**src/rtl/instr_fetch.sv**
```systemverilog
`default_nettype none
// ============================================================================
// Module      : instr_fetch
// Description : Instruction fetch stage: PC, req/ack memory read into IR,
//               branch redirect (immediate or deferred) and timeout flag.
// Revision    : 1.0 - initial release
// ============================================================================
module instr_fetch #(
  parameter int              AW       = 32,
  parameter logic [AW-1:0]   RESET_PC = '0,
  parameter int              TIMEOUT  = 16
) (
  input  logic          i_clock,
  input  logic          i_reset,
  input  logic          i_fetch,
  input  logic          i_pc_load,
  input  logic [AW-1:0] i_pc_target,
  output logic          o_mem_req,
  output logic [AW-1:0] o_mem_addr,
  input  logic          i_mem_ack,
  input  logic [31:0]   i_mem_rdata,
  output logic [31:0]   o_ir,
  output logic [5:0]    o_op,
  output logic [AW-1:0] o_pc,
  output logic          o_instr_valid,
  output logic          o_busy,
  output logic          o_err
);

  typedef enum logic [1:0] {
    S_IDLE = 2'd0,
    S_WAIT = 2'd1,
    S_ERR  = 2'd2
  } state_t;

  localparam logic [7:0]    c_TMO_LAST = 8'(TIMEOUT - 1);
  localparam logic [AW-1:0] c_PC_STEP  = {{(AW-3){1'b0}}, 3'b100};

  state_t        r_state;
  state_t        w_state_nxt;
  logic [AW-1:0] r_pc,         w_pc_nxt;
  logic [31:0]   r_ir,         w_ir_nxt;
  logic          r_mem_req,    w_mem_req_nxt;
  logic [AW-1:0] r_mem_addr,   w_mem_addr_nxt;
  logic          r_instr_valid, w_instr_valid_nxt;
  logic          r_err,        w_err_nxt;
  logic [7:0]    r_timer,      w_timer_nxt;
  logic [AW-1:0] r_pend,       w_pend_nxt;
  logic          r_pend_valid, w_pend_valid_nxt;

  logic [AW-1:0] w_target;
  logic          w_unused_tgt_lsb;

  // Targets are always word aligned; the two low address bits are dropped.
  assign w_target         = {i_pc_target[AW-1:2], 2'b00};
  assign w_unused_tgt_lsb = ^i_pc_target[1:0];

  always_ff @(posedge i_clock) begin
    if (!i_reset) begin
      r_state       <= S_IDLE;
      r_pc          <= RESET_PC;
      r_ir          <= '0;
      r_mem_req     <= 1'b0;
      r_mem_addr    <= '0;
      r_instr_valid <= 1'b0;
      r_err         <= 1'b0;
      r_timer       <= '0;
      r_pend        <= '0;
      r_pend_valid  <= 1'b0;
    end else begin
      r_state       <= w_state_nxt;
      r_pc          <= w_pc_nxt;
      r_ir          <= w_ir_nxt;
      r_mem_req     <= w_mem_req_nxt;
      r_mem_addr    <= w_mem_addr_nxt;
      r_instr_valid <= w_instr_valid_nxt;
      r_err         <= w_err_nxt;
      r_timer       <= w_timer_nxt;
      r_pend        <= w_pend_nxt;
      r_pend_valid  <= w_pend_valid_nxt;
    end
  end

  always_comb begin
    w_state_nxt       = r_state;
    w_pc_nxt          = r_pc;
    w_ir_nxt          = r_ir;
    w_mem_req_nxt     = r_mem_req;
    w_mem_addr_nxt    = r_mem_addr;
    w_instr_valid_nxt = r_instr_valid;
    w_err_nxt         = r_err;
    w_timer_nxt       = r_timer;
    w_pend_nxt        = r_pend;
    w_pend_valid_nxt  = r_pend_valid;

    case (r_state)
      S_IDLE: begin
        if (i_pc_load) begin
          w_pc_nxt          = w_target;
          w_instr_valid_nxt = 1'b0;
        end
        if (i_fetch) begin
          w_state_nxt       = S_WAIT;
          w_mem_req_nxt     = 1'b1;
          w_mem_addr_nxt    = i_pc_load ? w_target : r_pc;
          w_instr_valid_nxt = 1'b0;
          w_timer_nxt       = '0;
          w_pend_valid_nxt  = 1'b0;
        end
      end

      S_WAIT: begin
        if (i_mem_ack) begin
          w_state_nxt      = S_IDLE;
          w_mem_req_nxt    = 1'b0;
          w_pend_valid_nxt = 1'b0;
          // A redirect seen during or at the end of the fetch discards the data.
          if (i_pc_load) begin
            w_pc_nxt          = w_target;
            w_instr_valid_nxt = 1'b0;
          end else if (r_pend_valid) begin
            w_pc_nxt          = r_pend;
            w_instr_valid_nxt = 1'b0;
          end else begin
            w_ir_nxt          = i_mem_rdata;
            w_pc_nxt          = r_mem_addr + c_PC_STEP;
            w_instr_valid_nxt = 1'b1;
          end
        end else begin
          if (i_pc_load) begin
            w_pend_nxt       = w_target;
            w_pend_valid_nxt = 1'b1;
          end
          if (r_timer == c_TMO_LAST) begin
            w_state_nxt   = S_ERR;
            w_mem_req_nxt = 1'b0;
            w_err_nxt     = 1'b1;
          end else begin
            w_timer_nxt = r_timer + 8'd1;
          end
        end
      end

      S_ERR: begin
        w_err_nxt = 1'b1;
      end

      default: begin
        w_state_nxt = S_IDLE;
      end
    endcase
  end

  assign o_mem_req     = r_mem_req;
  assign o_mem_addr    = r_mem_addr;
  assign o_ir          = r_ir;
  assign o_op          = r_ir[31:26];
  assign o_pc          = r_pc;
  assign o_instr_valid = r_instr_valid;
  assign o_busy        = (r_state != S_IDLE);
  assign o_err         = r_err;

endmodule
`default_nettype wire
```
**config.mk**
```make
export PLATFORM = sky130hd
export DESIGN_NAME = instr_fetch
export DESIGN_NICKNAME = d
export VERILOG_FILES = /design/src/rtl/instr_fetch.sv
export SDC_FILE = /design/constraint.sdc
export NUM_CORES = 1
export LEC_CHECK = 0
export BUFFER_PORTS_ARGS = -buffer_cell sky130_fd_sc_hd__buf_2
export CORE_ASPECT_RATIO = 1.4
export CORE_MARGIN = 2
export CORE_UTILIZATION = 42
export DETAILED_ROUTE_END_ITERATION = 10
export GPL_TIMING_DRIVEN = 0
export PLACE_DENSITY = 0.63
export RECOVER_POWER = 50
export SLEW_MARGIN = 20
export SYNTH_ARGS = -nofsm -noshare
export SYNTH_HDL_FRONTEND = slang
export SYNTH_SLANG_ARGS = --single-unit
```
**constraint.sdc**
```tcl
create_clock -name i_clock -period 3.1 [get_ports i_clock]
set_input_delay 0.155 -clock i_clock [delete_from_list [all_inputs] [get_ports i_clock]]
set_output_delay 0.155 -clock i_clock [all_outputs]
set_load 0.02 [all_outputs]
```
==> impl_results.md, run 1 <==
* Synth Warn # at 0
* Distinct cells, synth at 59
* Net Sw Power at 0.00136 W
* Hold Crit Depth at 3
* I/O Pins at 175
* Sequential share of the synthesized area at 42.3%
* Post-cts repair resize count at 0
* Asr flop ratio synth at 0%
* Die ar. at 0.0168 sq mm
* Initial antenna violation count at 0
* Dominant synthesized flop cell: dfxtp_1
* Port Buffers at 172
* Comb pwr share at 15.1%
* Worst Path Required at 3440 ps
* Area of the mapped netlist at 0.00662 sq mm
* P_int at 0.00361 W
* Status: complete, no violations
* Final HPWL DP at 16700 um
* Fin. max-slew vios at 0
* N_diodes at 0
* Syn Inst Count at 803
* Clock skew at 6.52 ps
* Setup TNS Final at 0 ps
* GR Overflow Total at 0
* Switch share at 27.4%
* CP Depth at 5
* Post-CTS Setup Inserts at 0
* Power, Total at 0.00497 W
* M2 GR Usage at 49.4%
* Maximum clock rate at 0.376 GHz
* Worst-Margin Slew at 1080 ps
* Critical-path maximum fanout at 10
* EDFF count, synth at 0
* Sequential Power Share at 40.4%
* Pre-antenna DRT Iters at 8
* PwrDens at 566 mW/mm^2
* Cts bufs inserted at 17
* Core Footprint at 0.0155 sq mm
* RSZ-0062 raised after global routing: false
* Syn Area/Cell at 8.25 sq um
* GR Util All Layers at 28.4%
* Worst Setup Start Kind: register
* Ranking of synthesized cells by area: dfxtp_1, nand2_1, a21oi_1
* Synth-to-Final Area Change at 32.6%
* DRT iter0 DRCs at 479
* Clock root buffer: clkbuf_16
* Global-route wire length before repair at 36600 um
* CP most frequent cell: clkbuf_1
* Critical path type: reg -> reg
* Clk buf depth at 2
* # setup viols final at 0
* DIE HEIGHT at 153 um
* Period Utilization, post-route at 85.8%
* Share of layout cells above drive strength 1 at 12.3%
* Top Usage Layer GRT: met2
* Synth top area share at 42.3%
* Hold Fails Final Rpt at 0
* R2R cell count at 5
* Horiz. Die Dim at 110 um
* Max cap viols at 0
* Met3 usage in global routing at 6.54%
* FF+latch count, synth at 140
* Maximum vdd ir drop at 0.000400 V
* Critical-path cell list: clkbuf_1, nor4bb_1, clkbuf_1, a21oi_1, a211oi_1
* ANT nets after route at 0
* Clk pwr share at 44.5%
* Vias at 7037
* Syn_nets at 874
* Slew HR at 27.5%
* Post-layout nets at 1122
* Hold_buf cts at 57
* DRC at 0
* CTS HTree Levels at 4
* Hold WC Path Type: in -> reg
* Crit path capture type: register
* TritonCTS clock tree: built
* Via-to-Cell Ratio at 5.59
* Arr. time, crit path at 3000 ps
* Grt met1 use at 32.6%
* Largest net degree at the start of global routing at 17
* Leakage power at 3.27 nW
* Clock latency on the worst-skew pair at 430 ps
* Avg WL per Cell at 19.0 um
* Row count at 54
* Final RePlAce weighted congestion at 0.917
* Initial Utilization at 42.6%
* Min cycle time layout at 2660 ps
* Total wire length at 23900 um
* Clock-pin slew on the worst setup and hold paths at 60 ps
* CTS Sinks at 140
* Fill cells at 1555
* Number of global-route vias before repair at 6819
* CP max stage cell: nor4bb_1
* Synth area leader: dfxtp_1
* CP bufs+invs at 2
* Top Family by Delay on Critical Path: simple AND/OR/NAND/NOR gates
* Critical Path Max Stage Delay at 950 ps
-- layout make-up --
cell class                 instances  area, sq um  area share, %
timing repair buffer             229         1300           14.8
clock buffer                      25          495           5.64
tap                              196          245           2.79
sequential                       140         2800           31.9
multi-input combinational        587         3460           39.4
clock inverter                     6          133           1.51
inverter                           9         33.8          0.385
buffer                            67          318           3.62
-- cell usage in the layout (no fill, tap or decap), drive strengths merged, types with 17 or more instances in the layout --
| cell type | n |
|---|---|
| clkbuf | 172 |
| nand2 | 148 |
| dfxtp | 140 |
| buf | 92 |
| a21oi | 80 |
| nor2 | 61 |
| dlygate4sd3 | 57 |
| o21ai | 45 |
| a211oi | 37 |
| mux2i | 34 |
| a31oi | 17 |
-- power groups by stage --
stage,registers (W),clock network (W),logic [W]
floorplan,0.00211,0,0.000350
global placement,0.00204,0,0.000705
detailed placement,0.00204,0,0.000709
CTS,0.00200,0.00222,0.000766
global route,0.00202,0.00230,0.000816
finish,0.00201,0.00221,0.000752
-- worst paths after layout --
kind              startpoint         end  slack (ps)
max               r_state[0]    o_pc[19]         440
min          i_pc_target[28]  r_pend[28]          10
max reg2reg       r_state[0]    o_pc[19]         440
min reg2reg       r_pend[30]  r_pend[30]         450
-- tightest hold or removal path, cell delays in order --
cell     delay, ps
buf_2          130
nand2_1         60
a21oi_1         50
-- synthesized netlist by cell type (all sizes together), types with 2 or more instances --
library cell  instances
a211oi               37
a21boi                9
a21oi                80
a221o                 9
a221oi               10
a22oi                11
a31oi                17
a32oi                 3
and2                  3
and3                  4
and4                  7
buf                  28
clkbuf               39
dfxtp               140
ha                    2
inv                   8
mux2                  2
mux2i                34
nand2               148
nand3                16
nand4                15
nor2                 61
nor2b                 8
nor3                  8
nor3b                 2
nor4                  4
o211ai                2
o21a                  3
o21ai                45
o221ai                5
o22ai                 4
or4                   2
xnor2                14
xor2                 14
-- per-stage QoR --
| stage | cell area (sq um) | hold slack (ps) | setup WS (ps) | instances | util (%) |
|---|---|---|---|---|---|
| after floorplan | 6620 | 257 | 1160 | 803 | - |
| after global placement | 7730 | 396 | 643 | 1171 | 49.7 |
| after detailed placement | 7730 | 402 | 617 | 1171 | 49.7 |
| after CTS | 8930 | 0.0777 | 604 | 1259 | 57.4 |
| after global routing | 8780 | 12.5 | 368 | 1259 | 56.5 |
| final | 8780 | 14.3 | 439 | 1259 | 56.5 |
-- state kept, by name, indices dropped and copies added (netlist names) --
name           count
r_pend            30
o_err              1
o_pc              32
r_timer            8
o_ir              32
o_instr_valid      1
r_state            2
r_pend_valid       1
o_mem_addr        32
o_mem_req          1
-- cell families (layout without fill, tap and decap cells) --
logic type	Yosys count	after routing	share of synthesized area [%]
AOI/OAI and AO/OA	238	238	22.8
xor gates and xnor gates	28	28	3.70
adders and majority gates	2	2	0.378
buffers and inverters	76	336	5.35
DFF	140	140	42.3
muxes	36	36	5.48
and+or+nand+nor	283	283	20.0
-- layer usage --
metal / share of wire (%) / routed length, um / up-vias
met5: 0 / 0 / -
met4: 3.1 / 731 / 0
met3: 7.3 / 1750 / 55
met2: 50 / 12100 / 329
met1: 39 / 9400 / 3289
li1: - / - / 3364
No activity file was read; power rests on OpenSTA's default activity.
==> run 2, diff against run 1 <==
--- a/config.mk
+++ b/config.mk
@@ -6,11 +6,11 @@
 export NUM_CORES = 1
 export LEC_CHECK = 0
 export BUFFER_PORTS_ARGS = -buffer_cell sky130_fd_sc_hd__buf_2
-export CORE_ASPECT_RATIO = 1.4
 export CORE_MARGIN = 2
 export CORE_UTILIZATION = 42
 export DETAILED_ROUTE_END_ITERATION = 10
 export GPL_TIMING_DRIVEN = 0
+export HOLD_SLACK_MARGIN = 0.1
 export PLACE_DENSITY = 0.63
 export RECOVER_POWER = 50
 export SLEW_MARGIN = 20
==> impl_results.md, run 2 (synthesized netlist as in run 1, its figures left out) <==
* Synth-to-Final Area Change at 32.8%
* Final HPWL DP at 15900 um
* Hold WC Path Type: in -> reg
* Final std cells w/o fill at 1281
* Row count at 45
* Min cycle time layout at 2540 ps
* Clock-pin slew on the worst setup and hold paths at 60 ps
* Post-route cell area at 0.00879 sq mm
* Cts bufs inserted at 17
* Arr. time, crit path at 2890 ps
* Core Footprint at 0.0153 sq mm
* Initial antenna violation count at 0
* Clk buf depth at 2
* Pre-antenna DRT Iters at 5
* DRC at 0
* Fill cells at 1484
* # setup viols final at 0
* Critical-path maximum fanout at 10
* Vias at 7052
* Clock root buffer: clkbuf_16
* DIE HEIGHT at 130 um
* Place WS at 716 ps
* Setup TNS Final at 0 ps
* Crit path capture type: register
* FF+latch area at 0.00280 sq mm
* DRT iter0 DRCs at 677
* Via-to-Cell Ratio at 5.51
* Slew HR at 27.3%
* Port Buffers at 172
* Largest net degree at the start of global routing at 17
* Initial Utilization at 43.2%
* Post-layout nets at 1128
* Reg2reg end: o_ir[26]
* Clock skew at 6.95 ps
* I/O Pins at 175
* Post-route setup slack at 560 ps
* Post-Place Cell Area at 0.00775 sq mm
* Status: complete, no violations
* Leakage power at 3.26 nW
* Commonest cells after routing, fill and taps aside: clkbuf_1, nand2_1, dfxtp_1, buf_2, a21oi_1
* Period Utilization, post-route at 81.9%
* Number of global-route vias before repair at 6573
* CTS HTree Levels at 4
* Commonest non-fill, non-tap cell in the layout: clkbuf_1
* N_diodes at 0
* Max cap viols at 0
* Total wire length at 23100 um
* Avg WL per Cell at 18.1 um
* Worst-Margin Slew at 1080 ps
* Share of layout cells above drive strength 1 at 12.7%
* Worst Path Required at 3450 ps
* Critical path type: reg -> reg
* PwrDens at 537 mW/mm^2
* Worst Setup Start Kind: register
* Area of the multi-input gates at 0.00345 sq mm
* Clock latency on the worst-skew pair at 430 ps
* Fin. max-slew vios at 0
* GR Overflow Total at 0
* Hold WS at 146 ps
* RR Startpoint: r_state[1]
* Maximum vdd ir drop at 0.000396 V
* GR Util All Layers at 27.7%
* Maximum clock rate at 0.394 GHz
* Final RePlAce weighted congestion at 0.890
* TritonCTS clock tree: built
* Post-CTS Setup Inserts at 0
* Die ar. at 0.0168 sq mm
* RSZ-0062 raised after global routing: false
* Cell count after placement at 1186
* Hold Crit Depth at 4
* Hold Fails Final Rpt at 0
* Hold path start: i_fetch
* R2R cell count at 7
* Global-route wire length before repair at 35700 um
* Horiz. Die Dim at 130 um
* Reg2Reg Setup Slack at 560 ps
* Hold Path End: r_pend_valid
* ANT nets after route at 0
* Post-cts repair resize count at 0
* CTS Sinks at 140
run 2: cell count changes in the layout (fill, tap and decap cells not counted), moves of 3 or more:
cell,delta
dlygate4sd3_1,+6
inv_6,+4
bufinv_16,-3
clkbuf_1,-3
clkbuf_8,-3
clkinvlp_4,+3
run 2: final cells by class:
class,count,share of cell area [%]
timing repair buffer,235,15.5
inverter,9,0.384
multi-input combinational,587,39.3
buffer,67,3.63
clock inverter,12,1.29
clock buffer,20,5.08
tap,211,3.00
sequential,140,31.9
run 2: metrics by stage:
stage                     util (%)  total power (W)
after CTS                     58.4          0.00476
after detailed placement      50.6          0.00275
final                         57.4          0.00472
after global placement        50.6          0.00274
after global routing          57.4          0.00490
after floorplan                  -          0.00246
run 2: how the worst max path moves through the flow:
stage          slack, ps       end  cells after the start           from
3_5_place_dp         720  o_pc[23]                      5   r_pend_valid
5_1_grt              390   o_ir[2]                      7     r_state[1]
6_report             560  o_ir[26]                      7     r_state[1]
3_3_place_gp         640  o_pc[19]                      5   r_pend_valid
2_1_floorplan       1160  o_pc[28]                      6  o_mem_addr[2]
4_1_cts              690  o_pc[23]                      5   r_pend_valid
run 2: where the power goes:
group	internal, W	switching [W]	total [W]
registers	0.00189	0.000111	0.00200
logic	0.000289	0.000469	0.000758
clock network	0.00113	0.000826	0.00196
total	0.00331	0.00141	0.00472
run 2: metal layers:
layer  up-vias  global-route usage (%)  routed length (um)
met3        41                    6.44                1840
met2       321                    44.9               10900
met5         -                       0                   0
li1       3389                       -                   -
met1      3301                    36.3                9910
met4         0                    9.80                 490
run 2: timing repair:
action	CTS	global route
endpoints found under the setup margin	0	0
endpoints found under the hold margin	86	0
hold buffers	63	0
run 2: critical path, cell delays in order (launching register included):
cell	delay [ps]
dfxtp_1	310
clkbuf_1	210
or2_1	270
clkbuf_1	300
nor3_1	790
buf_2	350
nand2_1	110
a21oi_1	140
==> run 3, diff against run 2 <==
--- a/config.mk
+++ b/config.mk
@@ -5,13 +5,14 @@
 export SDC_FILE = /design/constraint.sdc
 export NUM_CORES = 1
 export LEC_CHECK = 0
+export ABC_AREA = 1
 export BUFFER_PORTS_ARGS = -buffer_cell sky130_fd_sc_hd__buf_2
 export CORE_MARGIN = 2
 export CORE_UTILIZATION = 42
 export DETAILED_ROUTE_END_ITERATION = 10
 export GPL_TIMING_DRIVEN = 0
 export HOLD_SLACK_MARGIN = 0.1
-export PLACE_DENSITY = 0.63
+export PLACE_DENSITY = 0.65
 export RECOVER_POWER = 50
 export SLEW_MARGIN = 20
 export SYNTH_ARGS = -nofsm -noshare
==> constraint.sdc (replaced) <==
create_clock -name i_clock -period 2.21 [get_ports i_clock]
set_input_delay 0.1105 -clock i_clock [delete_from_list [all_inputs] [get_ports i_clock]]
set_output_delay 0.1105 -clock i_clock [all_outputs]
set_load 0.02 [all_outputs]
==> impl_results.md, run 3 <==
* Leakage power at 3.73 nW
* Synth Area in Compound Gates at 23.1%
* Sequential share of the synthesized area at 40.9%
* Arr. time, crit path at 2390 ps
* Cts bufs inserted at 17
* Clk pwr share at 45.0%
* Worst-Margin Slew at 806 ps
* Sequential Power Share at 39.8%
* Power, Total at 0.00709 W
* Commonest cells in the netlist: nand2_1, nor2_1, a21oi_1
* Post-cts repair resize count at 0
* Avg WL per Cell at 16.7 um
* PwrDens at 776 mW/mm^2
* Net Sw Power at 0.00206 W
* Asr flop ratio synth at 0%
* Setup TNS Final at 0 ps
* Syn Area/Cell at 6.62 sq um
* Synth Area in Adders at 0.365%
* Syn Inst Count at 1035
* Port Buffers at 170
* Clock skew at 11.6 ps
* Slew HR at 46.2%
* Maximum clock rate at 0.486 GHz
* Area of the mapped netlist at 0.00685 sq mm
* Largest family of logic cells by synthesized area: simple AND/OR/NAND/NOR gates
* Clk buf depth at 2
* GR Overflow Total at 0
* CTS HTree Levels at 4
* Die ar. at 0.0174 sq mm
* Critical-path cell list: nand2_1, nor2_1, nand2_1, nor2_1, nand2_1, nand2_1, nand3_1, nand2_1, a21oi_2
* DRC at 0
* Critical Path Max Stage Delay at 500 ps
* CP max stage cell: dfxtp_1
* CP most frequent cell: nand2_1
* Synth top area share at 40.9%
* Final HPWL DP at 18200 um
* Post-layout nets at 1359
* Worst Path Required at 2540 ps
* Fin. max-slew vios at 0
* P_int at 0.00502 W
* Clock-pin slew on the worst setup and hold paths at 60 ps
* CP bufs+invs at 0
* Pre-antenna DRT Iters at 6
* Layout Utilization at 57.3%
* Status: complete, no violations
* Global-route wire length before repair at 39600 um
* Hold Fails Final Rpt at 0
* Hold WS at 175 ps
* I/O Pins at 175
* Synth Area in XOR/XNOR at 0.767%
* Initial Utilization at 43.0%
* Core Footprint at 0.0159 sq mm
* Simple-gate share of the synthesized area at 26.4%
* Maximum vdd ir drop at 0.000601 V
* Switch share at 29.1%
* Ranking of synthesized cells by area: dfxtp_1, nand2_1, a21oi_1
* FF+latch count, synth at 140
* EDFF count, synth at 0
* Largest net degree at the start of global routing at 17
* Most common cell in the netlist: nand2_1
* # setup viols final at 0
* Hold WC Path Type: in -> reg
* Post-synthesis mux area share at 0%
* Clock latency on the worst-skew pair at 440 ps
* Synth-to-Final Area Change at 33.2%
* GR Util All Layers at 28.8%
* Total wire length at 25300 um
* Crit path capture type: register
* Place WS at 227 ps
* Critical path type: reg -> reg
* Distinct cells, synth at 33
* Row count at 46
* Share of layout cells above drive strength 1 at 9.92%
* Min cycle time layout at 2060 ps
* CTS Sinks at 140
* RSZ-0062 raised after global routing: false
* Commonest non-fill, non-tap cell in the layout: nand2_1
* Top Family by Delay on Critical Path: simple AND/OR/NAND/NOR gates
* TritonCTS clock tree: built
* Horiz. Die Dim at 132 um
* Synth area leader: dfxtp_1
* Worst Setup Start Kind: register
* Initial antenna violation count at 0
* Post-CTS Setup Inserts at 0
* DRT iter0 DRCs at 637
* Synth Warn # at 0
* Vias at 8014
* Syn_nets at 1106
* ANT nets after route at 0
* Clock root buffer: clkbuf_16
* Final RePlAce weighted congestion at 0.965
* Number of global-route vias before repair at 7628
* Dominant synthesized flop cell: dfxtp_1
* N_diodes at 0
* DIE HEIGHT at 132 um
* Max cap viols at 0
* Via-to-Cell Ratio at 5.28
* Comb pwr share at 15.3%
* Post-route setup slack at 152 ps
* Period Utilization, post-route at 93.1%
* Commonest cells after routing, fill and taps aside: nand2_1, nor2_1, clkbuf_1, a21oi_1, dfxtp_1
* Critical-path maximum fanout at 7
[run 3: worst register-to-register path, stage by stage, from the launching register on]
cell and delay (ps):
dfxtp_1 500, nand2_1 90, nor2_1 350, nand2_1 310
nor2_1 270, nand2_1 90, nand2_1 60, nand3_1 110
nand2_1 130, a21oi_2 50
[run 3: final timing paths]
path / cells past startpoint / to / start / slack [ps]
setup reg to reg: 9 / o_pc[29] / o_mem_addr[4] / 150
hold reg to reg: 2 / r_pend[26] / r_pend[26] / 460
setup / recovery: 9 / o_pc[29] / o_mem_addr[4] / 150
hold / removal: 4 / o_pc[5] / i_pc_load / 180
[run 3: cells by family after synthesis]
logic type      Yosys count
fa+ha+maj                 2
xor+xnor                  6
simple gates            449
compound gates          297
flops                   140
buf+inv                 141
[run 3: cell type report]
| cell class | instances | area, sq um |
|---|---|---|
| Clock buffer | 20 | 467 |
| Timing Repair Buffer | 234 | 1360 |
| Fill cell | 1636 | 6810 |
| Sequential cell | 140 | 2800 |
| Buffer | 65 | 298 |
| Tap cell | 216 | 270 |
| Inverter | 76 | 285 |
| Clock inverter | 12 | 185 |
| Multi-Input combinational cell | 754 | 3470 |
[run 3: metal layers]
metal	vias to the layer above	share of wire, %	track usage (%)
met2	365	46	47.1
met1	3675	42	36.4
met5	-	0	0
met4	0	2.7	10.6
met3	57	8.8	8.00
li1	3917	-	-
[run 3: through the flow]
step	cell area, sq um	cells
2_1_floorplan	6850	1035
3_3_place_gp	7980	1421
3_5_place_dp	7980	1421
4_1_cts	9270	1517
5_1_grt	9130	1517
6_report	9130	1517
[run 3: power groups by stage]
stage | Combinational (W) | Clock [W] | Sequential, W
after floorplan | 0.000485 | 0 | 0.00297
after global placement | 0.00100 | 0 | 0.00286
after detailed placement | 0.00101 | 0 | 0.00286
after CTS | 0.00110 | 0.00320 | 0.00281
after global routing | 0.00118 | 0.00331 | 0.00283
final | 0.00108 | 0.00319 | 0.00282
[run 3: repair_timing]
action,4_1_cts,5_1_grt
setup endpoints to repair,0,0
hold endpoints to repair,84,0
hold buffers,64,0
